<file path="config.mk">
export PLATFORM = sky130hd
export DESIGN_NAME = dac_write_scheduler
export DESIGN_NICKNAME = d
export VERILOG_FILES = /design/src/rtl/dac_write_scheduler_pkg.sv /design/src/rtl/dac_write_scheduler_rr_arbiter2.sv /design/src/rtl/dac_write_scheduler.sv
export SDC_FILE = /design/constraint.sdc
export NUM_CORES = 1
export LEC_CHECK = 0
export BUFFER_PORTS_ARGS = -buffer_cell sky130_fd_sc_hd__clkbuf_2
export CAP_MARGIN = 30
export CORE_UTILIZATION = 55
export CTS_BUF_LIST = sky130_fd_sc_hd__clkbuf_4 sky130_fd_sc_hd__clkbuf_8
export CTS_CLUSTER_SIZE = 24
export DETAILED_ROUTE_END_ITERATION = 16
export GPL_ROUTABILITY_DRIVEN = 1
export GPL_TIMING_DRIVEN = 0
export PLACE_DENSITY = 0.82
export SLEW_MARGIN = 20
export SYNTH_ARGS = -nofsm -noshare
export SYNTH_HDL_FRONTEND = slang
export SYNTH_SLANG_ARGS = --single-unit
</file>
<file path="constraint.sdc">
create_clock -name Clk -period 3.25 [get_ports Clk]
set_input_delay 0.325 -clock Clk [delete_from_list [all_inputs] [get_ports Clk]]
set_output_delay 0.325 -clock Clk [all_outputs]
set_load 0.01 [all_outputs]
</file>
<file path="src/rtl/dac_write_scheduler_pkg.sv">
// Shared types and constants for the dual-DAC write scheduler.
// Optional SIMUL_LDAC_EN adds the simultaneous-update LDAC state.
package dac_write_scheduler_pkg;

    localparam int   DAC_W = 8;
    localparam logic CH_A  = 1'b0;
    localparam logic CH_B  = 1'b1;

    typedef enum logic [2:0] {
        S_IDLE,
        S_CLEAR,
        S_SETUP,
        S_STROBE,
        S_HOLD
`ifdef SIMUL_LDAC_EN
        , S_LDAC
`endif
    } state_t;

    // Phase counters count down to zero, so a phase of n cycles loads n-1.
    function automatic logic [7:0] cyc_init(input int n);
        return 8'(n - 1);
    endfunction

endpackage

</file>
<file path="src/rtl/dac_write_scheduler_rr_arbiter2.sv">
// Two-way round-robin arbiter: one-hot grant, pointer moves on accept.
module rr_arbiter2
    import dac_write_scheduler_pkg::*;
(
    input  logic       clk,
    input  logic       rst,
    input  logic [1:0] valid,
    input  logic       accept,
    output logic [1:0] grant
);

    logic last;

    always_comb begin
        grant = valid;
        if (valid == 2'b11)
            grant = (last == CH_B) ? 2'b01 : 2'b10;
    end

    // Reset to B so channel A wins the first contested grant.
    always_ff @(posedge clk or posedge rst) begin
        if (rst)
            last <= CH_B;
        else if (accept && (|valid))
            last <= grant[1];
    end

endmodule

</file>
<file path="src/rtl/dac_write_scheduler.sv">
// Arbitrates channels A/B onto the dual-DAC parallel bus and sequences CS/WR/CLR/PD.
// Define SIMUL_LDAC_EN for a shared LDAC pulse after each A-then-B pair.
module dac_write_scheduler
    import dac_write_scheduler_pkg::*;
#(
    parameter int SETUP_CYC  = 1,
    parameter int WR_LOW_CYC = 2,
    parameter int HOLD_CYC   = 1,
    parameter int LDAC_CYC   = 1
) (
    input  logic             Clk,
    input  logic             Rst,
    input  logic             reqA_valid,
    input  logic [DAC_W-1:0] reqA_data,
    output logic             reqA_ready,
    input  logic             reqB_valid,
    input  logic [DAC_W-1:0] reqB_data,
    output logic             reqB_ready,
    input  logic             clr_req,
    input  logic             pd_req,
    output logic [DAC_W-1:0] DB,
    output logic             CS,
    output logic             WR,
    output logic             AB,
    output logic             LDAC,
    output logic             CLR,
    output logic             PD,
    output logic             busy
);

`ifdef SIMUL_LDAC_EN
    localparam logic LDAC_RST = 1'b1;
    logic a_written;
`else
    localparam logic LDAC_RST = 1'b0;
`endif

    state_t     state;
    logic [7:0] cnt;
    logic [1:0] grant;
    logic       accept;

    assign accept = (state == S_IDLE) && !clr_req && (reqA_valid || reqB_valid);

    rr_arbiter2 u_arb (
        .clk    (Clk),
        .rst    (Rst),
        .valid  ({reqB_valid, reqA_valid}),
        .accept (accept),
        .grant  (grant)
    );

    always_ff @(posedge Clk or posedge Rst) begin
        if (Rst) begin
            state      <= S_IDLE;
            cnt        <= '0;
            reqA_ready <= 1'b0;
            reqB_ready <= 1'b0;
            DB         <= '0;
            CS         <= 1'b1;
            WR         <= 1'b1;
            AB         <= CH_A;
            LDAC       <= LDAC_RST;
            CLR        <= 1'b1;
            PD         <= 1'b1;
            busy       <= 1'b0;
`ifdef SIMUL_LDAC_EN
            a_written  <= 1'b0;
`endif
        end else begin
            reqA_ready <= 1'b0;
            reqB_ready <= 1'b0;
            PD         <= ~pd_req;
            case (state)
                S_IDLE: begin
                    if (clr_req) begin
                        CLR   <= 1'b0;
                        busy  <= 1'b1;
                        state <= S_CLEAR;
`ifdef SIMUL_LDAC_EN
                        a_written <= 1'b0;
`endif
                    end else if (accept) begin
                        reqA_ready <= grant[0];
                        reqB_ready <= grant[1];
                        DB         <= grant[1] ? reqB_data : reqA_data;
                        AB         <= grant[1];
                        CS         <= 1'b0;
                        busy       <= 1'b1;
                        cnt        <= cyc_init(SETUP_CYC);
                        state      <= S_SETUP;
`ifdef SIMUL_LDAC_EN
                        if (!grant[1])
                            a_written <= 1'b1;
`endif
                    end
                end
                S_CLEAR: begin
                    CLR   <= 1'b1;
                    busy  <= 1'b0;
                    state <= S_IDLE;
                end
                S_SETUP: begin
                    if (cnt == 8'd0) begin
                        WR    <= 1'b0;
                        cnt   <= cyc_init(WR_LOW_CYC);
                        state <= S_STROBE;
                    end else
                        cnt <= cnt - 8'd1;
                end
                S_STROBE: begin
                    if (cnt == 8'd0) begin
                        WR    <= 1'b1;
                        cnt   <= cyc_init(HOLD_CYC);
                        state <= S_HOLD;
                    end else
                        cnt <= cnt - 8'd1;
                end
                S_HOLD: begin
                    if (cnt == 8'd0) begin
                        CS <= 1'b1;
`ifdef SIMUL_LDAC_EN
                        // A B write that follows an A write latches both outputs together.
                        if (AB == CH_B && a_written) begin
                            LDAC  <= 1'b0;
                            cnt   <= cyc_init(LDAC_CYC);
                            state <= S_LDAC;
                        end else begin
                            busy  <= 1'b0;
                            state <= S_IDLE;
                        end
`else
                        busy  <= 1'b0;
                        state <= S_IDLE;
`endif
                    end else
                        cnt <= cnt - 8'd1;
                end
`ifdef SIMUL_LDAC_EN
                S_LDAC: begin
                    if (cnt == 8'd0) begin
                        LDAC      <= 1'b1;
                        a_written <= 1'b0;
                        busy      <= 1'b0;
                        state     <= S_IDLE;
                    end else
                        cnt <= cnt - 8'd1;
                end
`endif
                default: state <= S_IDLE;
            endcase
        end
    end

endmodule

</file>
==> impl_metrics.ini, run 1 <==
[outcome]
outcome = completed

[finish]
diodes = 0
n_fill_cell = 161
instances_no_fill = 204
area.growth.synth_to_final_pct = 20.0
drive_above_1_share_pct = 35.8
nNetsFinal = 201

[timing]
setup_viol = 0
fmax_mhz = 582
rsz0062_at_grt = false
finalHoldViolations = 0
finalMaxSlewViolations = 0
final.setup.tns_ns = 0
clock_skew_ns = 0.00925
timing.final.crit_share_pct = 52.8
period_needed_ns = 1.72

[clock_tree]
cts_tree = yes
insertion_delay_ns = 0.32
clockRootBuffer = clkbuf_4
path_clk_slew_ns = 0.13
htreeDepth = 1
cts_sinks = 28
cts_made_buffers = 3
cts_buffer_depth = 2

[yosys]
synth_cells = 133
yosysWarningCount = 1
synth_fp_nets = 157
synthesis.area_mm2 = 0.00141
post_synth.cell_area_avg_um2 = 10.6
yosysSeqAreaShare_pct = 50.2
synth-seq-cells = 28
ys_types = 42

[power_and_ir_drop]
ir_drop_v = 0.000640
power_mw = 1.33
intPower_mw = 0.814
power_leakage_nw = 0.854
power_density_mw_per_mm2 = 790
p_seq_share_pct = 44.2
clockPowerShare_pct = 12.4
netSwitchingFraction_pct = 39.0
power_switching_mw = 0.521
combinationalPowerShare_pct = 43.5

[detailed_routing]
ant_nets = 0
drcViolationCount = 0
wl_per_cell_um = 14.2
vias = 1171
wl_um = 2900
first_pass_iters = 4
post_drt_via_cell_ratio = 5.74
first_iter_violations = 32

[setup_path]
crit_required_ns = 3.47
critPathTopFamily = compound AO/OA/AOI/OAI gates
startpoint_type = flip-flop
path_cells = inv_1, ha_1, and4b_1, buf_6, o22ai_4, o21ai_1, o2bb2ai_1
worst_setup_path_end_kind = flip-flop
max_stage_delay_ns = 0.40
path_class = reg -> reg
crit_slowest_cell = dfrtp_1
path_buf_inv = 2
arrival_ns = 1.94
cp_max_fo = 10

[floorplan]
core-area_mm2 = 0.00232
die_y_um = 52.6
ioPinCount = 39
rows = 17
initial_utilization_pct = 60.7
dieArea_mm2 = 0.00277
die_w_um = 52.6

[hold_path]
hold_class = in -> reg

[grt]
grt_overflow_total = 0
grt_pass1_wl_um = 4480
grt_pass1_vias = 1050
antenna_found_initial = 0
grt_use_total_pct = 22.3
grt_start_max_net_pins = 21

[run]
drv_cap = 0

[place]
gp_congestion = 0.798
dp_hpwl_um = 2240
portBuffers = 37
dp.cells = 199
-- path summary, 6_finish.rpt --
check	start	to	slack (ns)	depth (start not counted)
max	cnt[0]$_DFFE_PP0P_	cnt[6]$_DFFE_PP0P_	1.53	7
min	pd_req	PD$_DFF_PP1_	0.1	2
max reg2reg	cnt[0]$_DFFE_PP0P_	cnt[6]$_DFFE_PP0P_	1.53	7
min reg2reg	DB[5]$_DFFE_PP0P_	DB[5]$_DFFE_PP0P_	0.50	2
max in group asynchronous	Rst	WR$_DFFE_PP1P_	2.25	4
min in group asynchronous	Rst	cnt[0]$_DFFE_PP0P_	0.48	3
-- synth_stat cells --
| cell | n | area (um^2) |
|---|---|---|
| nor4_4 | 1 | 21.3 |
| inv_1 | 6 | 22.5 |
| nor4_1 | 1 | 6.26 |
| and4b_1 | 1 | 10.0 |
| a22o_1 | 1 | 8.76 |
| o21ai_1 | 4 | 20.0 |
| nand3_1 | 2 | 10.0 |
| o221ai_2 | 1 | 15.0 |
| dfrtp_1 | 23 | 576 |
| o21ai_2 | 2 | 17.5 |
| o211a_1 | 1 | 10.0 |
| mux2i_1 | 8 | 80.1 |
| a32o_1 | 1 | 10.0 |
| xor2_1 | 1 | 8.76 |
| nand2_1 | 14 | 52.6 |
| buf_2 | 5 | 25.0 |
| a31oi_1 | 4 | 25.0 |
| o22ai_4 | 1 | 20.0 |
| a22oi_1 | 2 | 15.0 |
| o31a_1 | 1 | 8.76 |
| o21a_1 | 1 | 7.51 |
| a21oi_1 | 7 | 35.0 |
| a21o_1 | 2 | 15.0 |
| and2_1 | 1 | 6.26 |
| buf_4 | 1 | 7.51 |
| nor2_2 | 1 | 6.26 |
| nand2_4 | 1 | 11.3 |
| o31ai_1 | 1 | 7.51 |
| mux2_4 | 1 | 15.0 |
| buf_6 | 1 | 11.3 |
| or2_1 | 1 | 6.26 |
| nand3b_4 | 1 | 20.0 |
| conb_1 | 1 | 3.75 |
| o2bb2ai_1 | 2 | 17.5 |
| nor2_1 | 8 | 30.0 |
| nor3_1 | 4 | 20.0 |
| a21boi_0 | 1 | 7.51 |
| ha_1 | 2 | 25.0 |
| o22ai_1 | 2 | 12.5 |
| nand2b_1 | 3 | 18.8 |
| o21ai_0 | 6 | 30.0 |
| dfstp_2 | 5 | 131 |
-- cell type report --
class                      instances  area [um^2]  share of cell area, %
buffer                             7         43.8                   2.59
tap                               28         35.0                   2.07
sequential                        28          707                   41.9
inverter                           6         22.5                   1.33
timing repair buffer              39          210                   12.4
clock buffer                       4         36.3                   2.15
multi-input combinational         92          634                   37.6
-- cells in the final DEF (no fill, tap or decap), types with 3 or more instances in the layout --
cell	instances
a21oi_1	7
a31oi_1	4
buf_2	5
clkbuf_2	37
clkbuf_4	3
dfrtp_1	23
dfstp_2	5
inv_1	6
mux2i_1	8
nand2_1	14
nand2b_1	3
nor2_1	8
nor3_1	4
o21ai_0	6
o21ai_1	4
-- per-stage QoR --
stage                     hold slack, ns  setup slack (ns)  util (%)  instance area [um^2]
after floorplan                    0.351              1.69         -                  1410
final                             0.0973              1.53      72.9                  1690
after CTS                         0.0818              1.51      72.9                  1690
after detailed placement           0.286              1.54      70.9                  1640
after global placement             0.437              1.57      70.2                  1630
after global routing              0.0648              1.40      72.9                  1690
-- power by group through the flow --
stage / logic, mW / registers (mW) / clock network [mW]
after floorplan: 0.380 / 0.608 / 0
after global routing: 0.652 / 0.603 / 0.185
after detailed placement: 0.582 / 0.594 / 0
final: 0.580 / 0.590 / 0.165
after CTS: 0.588 / 0.587 / 0.171
after global placement: 0.551 / 0.581 / 0
-- cells by family after synthesis --
| group | count (synthesis) | share of synthesized area, % |
|---|---|---|
| other cells | 1 | 0.266 |
| simple gates | 39 | 15.6 |
| mux | 9 | 6.76 |
| xor+xnor | 1 | 0.622 |
| fa+ha+maj | 2 | 1.78 |
| buf+inv | 13 | 4.71 |
| compound gates | 40 | 20.1 |
| flops | 28 | 50.2 |
-- per-layer routing --
metal  vias up  global-route usage, %  wire length [um]
met2        38                   40.1              1540
met4         0                   5.26                30
met3         4                   5.22               121
met5         -                      0                 0
met1       569                   26.6              1200
li1        560                      -                 -
-- worst reg2reg max path: stages, from the launching register on --
cell       delay (ns)
dfrtp_1          0.40
inv_1            0.09
ha_1             0.19
and4b_1          0.20
buf_6            0.15
o22ai_4          0.31
o21ai_1          0.13
o2bb2ai_1        0.14
-- repair_timing --
item,in CTS,in global routing
hold endpoints to repair,7,0
gates resized for setup,0,0
setup buffers,0,0
hold buffers,1,0
-- flip-flops by register name (all words and copies together), names as in the netlist --
register and cells:
reqA_ready 1, reqB_ready 1, DB 8, busy 1
PD 1, WR 1, state 3, u_arb.last 1
cnt 8, CS 1, CLR 1, AB 1
Power figures use the tool's default switching activity.
==> run 2, diff against run 1 <==
--- a/config.mk
+++ b/config.mk
@@ -5,6 +5,7 @@
 export SDC_FILE = /design/constraint.sdc
 export NUM_CORES = 1
 export LEC_CHECK = 0
+export ABC_AREA = 1
 export BUFFER_PORTS_ARGS = -buffer_cell sky130_fd_sc_hd__clkbuf_2
 export CAP_MARGIN = 30
 export CORE_UTILIZATION = 55
@@ -13,7 +14,7 @@
 export DETAILED_ROUTE_END_ITERATION = 16
 export GPL_ROUTABILITY_DRIVEN = 1
 export GPL_TIMING_DRIVEN = 0
-export PLACE_DENSITY = 0.82
+export PLACE_DENSITY = 0.81
 export SLEW_MARGIN = 20
 export SYNTH_ARGS = -nofsm -noshare
 export SYNTH_HDL_FRONTEND = slang
==> constraint.sdc (replaced) <==
create_clock -name Clk -period 1.8 [get_ports Clk]
set_input_delay 0.18 -clock Clk [delete_from_list [all_inputs] [get_ports Clk]]
set_output_delay 0.18 -clock Clk [all_outputs]
set_load 0.01 [all_outputs]
==> run 2 against run 1 <==
Against the previous run:
- non-clock buffer count decreased by 3
- largest cell class is now multi-input combinational cells
- fmax is 4.4% higher
- highest routed layer unchanged
- largest power group is now combinational cells
- synthesized area is 11% higher
==> impl_metrics.ini, run 2 <==
[outcome]
outcome = completed

[grt]
grtUsageMet3_pct = 2.11
busiest_layer = met2
grt_start_max_net_pins = 19
grt_use_total_pct = 22.2
antenna_found_initial = 0
grt_pass1_vias = 1331
grt_overflow_total = 0
use_met1_pct = 29.5
grt_pass1_wl_um = 5460
globalRouteMet2Util_pct = 37.0

[timing]
finalMaxSlewViolations = 0
clock_skew_ns = 0.00413
period_needed_ns = 1.64
fmax_mhz = 608
tightest_slew_ns = 0.499
finalHoldViolations = 0
setup_viol = 0
rsz0062_at_grt = false
relSlewSlack_pct = 66.7
timing.final.crit_share_pct = 91.4
final.setup.tns_ns = 0

[floorplan]
ioPinCount = 39
core-area_mm2 = 0.00259
die_w_um = 55.3
initial_utilization_pct = 60.3
rows = 18
dieArea_mm2 = 0.00306
die_y_um = 55.3

[power_and_ir_drop]
power_leakage_nw = 1.00
power_density_mw_per_mm2 = 1600
combinationalPowerShare_pct = 49.2
p_seq_share_pct = 37.1
netSwitchingFraction_pct = 42.5
power_switching_mw = 1.28
ir_drop_v = 0.00137
intPower_mw = 1.73
clockPowerShare_pct = 13.7

[detailed_routing]
wl_um = 3210
drcViolationCount = 0
ant_nets = 0
wl_per_cell_um = 11.3
first_pass_iters = 4
vias = 1477
first_iter_violations = 64
post_drt_via_cell_ratio = 5.20

[finish]
layout.cells.most_common = nand2_1
instances_no_fill = 284
n_fill_cell = 215
area.growth.synth_to_final_pct = 20.7
final_cell_mix = nand2_1 (62), clkbuf_2 (37), nor2_1 (36)
nNetsFinal = 279
drive_above_1_share_pct = 25.6
diodes = 0
reg_top3 = DB x8, cnt x8, state x3

[setup_path]
crit_required_ns = 2.03
startpoint_type = flip-flop
path_class = reg -> reg
cp_max_fo = 10
arrival_ns = 1.87
worst_setup_path_end_kind = flip-flop

[yosys]
synth_fp_nets = 234
yosysTopAreaCell = dfrtp_1
yosysWarningCount = 1
yosysSeqAreaShare_pct = 45.2
synthTopCellsByArea = dfrtp_1 (37%), nand2_1 (15%), nor2_1 (8.6%)
synth_edf_count = 0
synth_most_common_cell = nand2_1
ys_types = 28
synth_cells = 210
synthesis.area_mm2 = 0.00156
synth_top_area_share_pct = 36.8
synthArstFlopShare_pct = 100
synth_common_cells = nand2_1 (62), nor2_1 (36), dfrtp_1 (23)
synth-seq-cells = 28
synth_ff_type = dfrtp_1
post_synth.cell_area_avg_um2 = 7.44

[hold_path]
hold_class = in -> reg

[place]
gp_congestion = 0.877
dp.cells = 278
dp_hpwl_um = 2500
portBuffers = 37

[clock_tree]
cts_tree = yes
cts_buffer_depth = 2
cts_sinks = 28
cts_made_buffers = 3
clockRootBuffer = clkbuf_4
htreeDepth = 1
insertion_delay_ns = 0.33
path_clk_slew_ns = 0.15

[run]
drv_cap = 0
[run 2: cell types whose count changed in the layout (fill, tap and decap cells not counted), sizes merged, moves of 4 or more]
cell / change
nand3: +14
inv: +15
mux2i: -8
nand2: +49
buf: -4
nor2: +29
nand4: +10
[run 2: routing by layer]
metal,part of all wire (%),up-vias
met5,0,-
met4,1.8,0
met3,3.5,6
met2,47,43
met1,48,660
li1,-,768
[run 2: cell type report]
class	instances	area, um^2	share of cell area (%)
clock inverters	1	30.0	1.59
plain buffers	3	23.8	1.26
inverters	22	82.6	4.38
clock buffers	3	22.5	1.19
well taps	30	37.5	1.99
flip-flops and latches	28	707	37.5
repair buffers	40	233	12.3
multi-input cells	157	749	39.7
[run 2: repair_timing]
action / in CTS / in global routing
setup buffers: 0 / 0
hold buffers: 2 / 0
resized for setup: 0 / 1
endpoints found under the setup margin: 0 / 6
hold endpoints to repair: 9 / 0
[run 2: final timing paths]
kind	to	cells after the start	slack, ns	start
setup / recovery	cnt[0]$_DFFE_PP0P_	10	0.16	cnt[0]$_DFFE_PP0P_
hold / removal	DB[0]$_DFFE_PP0P_	3	0.07	reqB_data[0]
hold reg to reg	CS$_DFFE_PP1P_	2	0.48	CS$_DFFE_PP1P_
setup reg to reg	cnt[0]$_DFFE_PP0P_	10	0.16	cnt[0]$_DFFE_PP0P_
max in group asynchronous	CLR$_DFFE_PP1P_	4	0.89	Rst
min in group asynchronous	DB[5]$_DFFE_PP0P_	3	0.37	Rst
[run 2: cells by family after synthesis]
logic type | Yosys count | synth area share (%)
AND/OR/NAND/NOR | 130 | 37.1
buffers and inverters | 25 | 6.80
XOR/XNOR | 1 | 0.561
AO/OA/AOI/OAI | 23 | 8.41
flip-flops | 28 | 45.2
adder cells (fa/ha/maj) | 2 | 1.60
other | 1 | 0.240
[run 2: stage by stage]
| stage | hold slack, ns | utilization [%] | instance area (um^2) | setup WS [ns] | power (mW) |
|---|---|---|---|---|---|
| 2_1_floorplan | 0.206 | - | 1560 | 0.311 | 2.19 |
| 3_3_place_gp | 0.290 | 68.9 | 1790 | 0.165 | 2.56 |
| 3_5_place_dp | 0.209 | 70.0 | 1810 | 0.153 | 2.60 |
| 4_1_cts | 0.0612 | 72.8 | 1890 | 0.0840 | 3.03 |
| 5_1_grt | 0.0619 | 72.8 | 1890 | 0.0204 | 3.30 |
| 6_report | 0.0665 | 72.8 | 1890 | 0.155 | 3.01 |
[run 2: power by group through the flow]
stage	clock, mW	sequential [mW]	combinational [mW]
finish	0.412	1.12	1.48
global route	0.440	1.16	1.70
global placement	0	1.13	1.44
CTS	0.422	1.12	1.49
floorplan	0	1.18	1.01
detailed placement	0	1.13	1.47
[run 2: worst max-delay path: stages, from the launching register on]
cell and delay, ns:
dfrtp_1 0.40, inv_2 0.12, ha_1 0.20, nand2_1 0.06, nor2_1 0.15, nand2_1 0.11
buf_2 0.19, nand3_1 0.09, nand3_1 0.09, nand2_1 0.06, o21ai_0 0.07
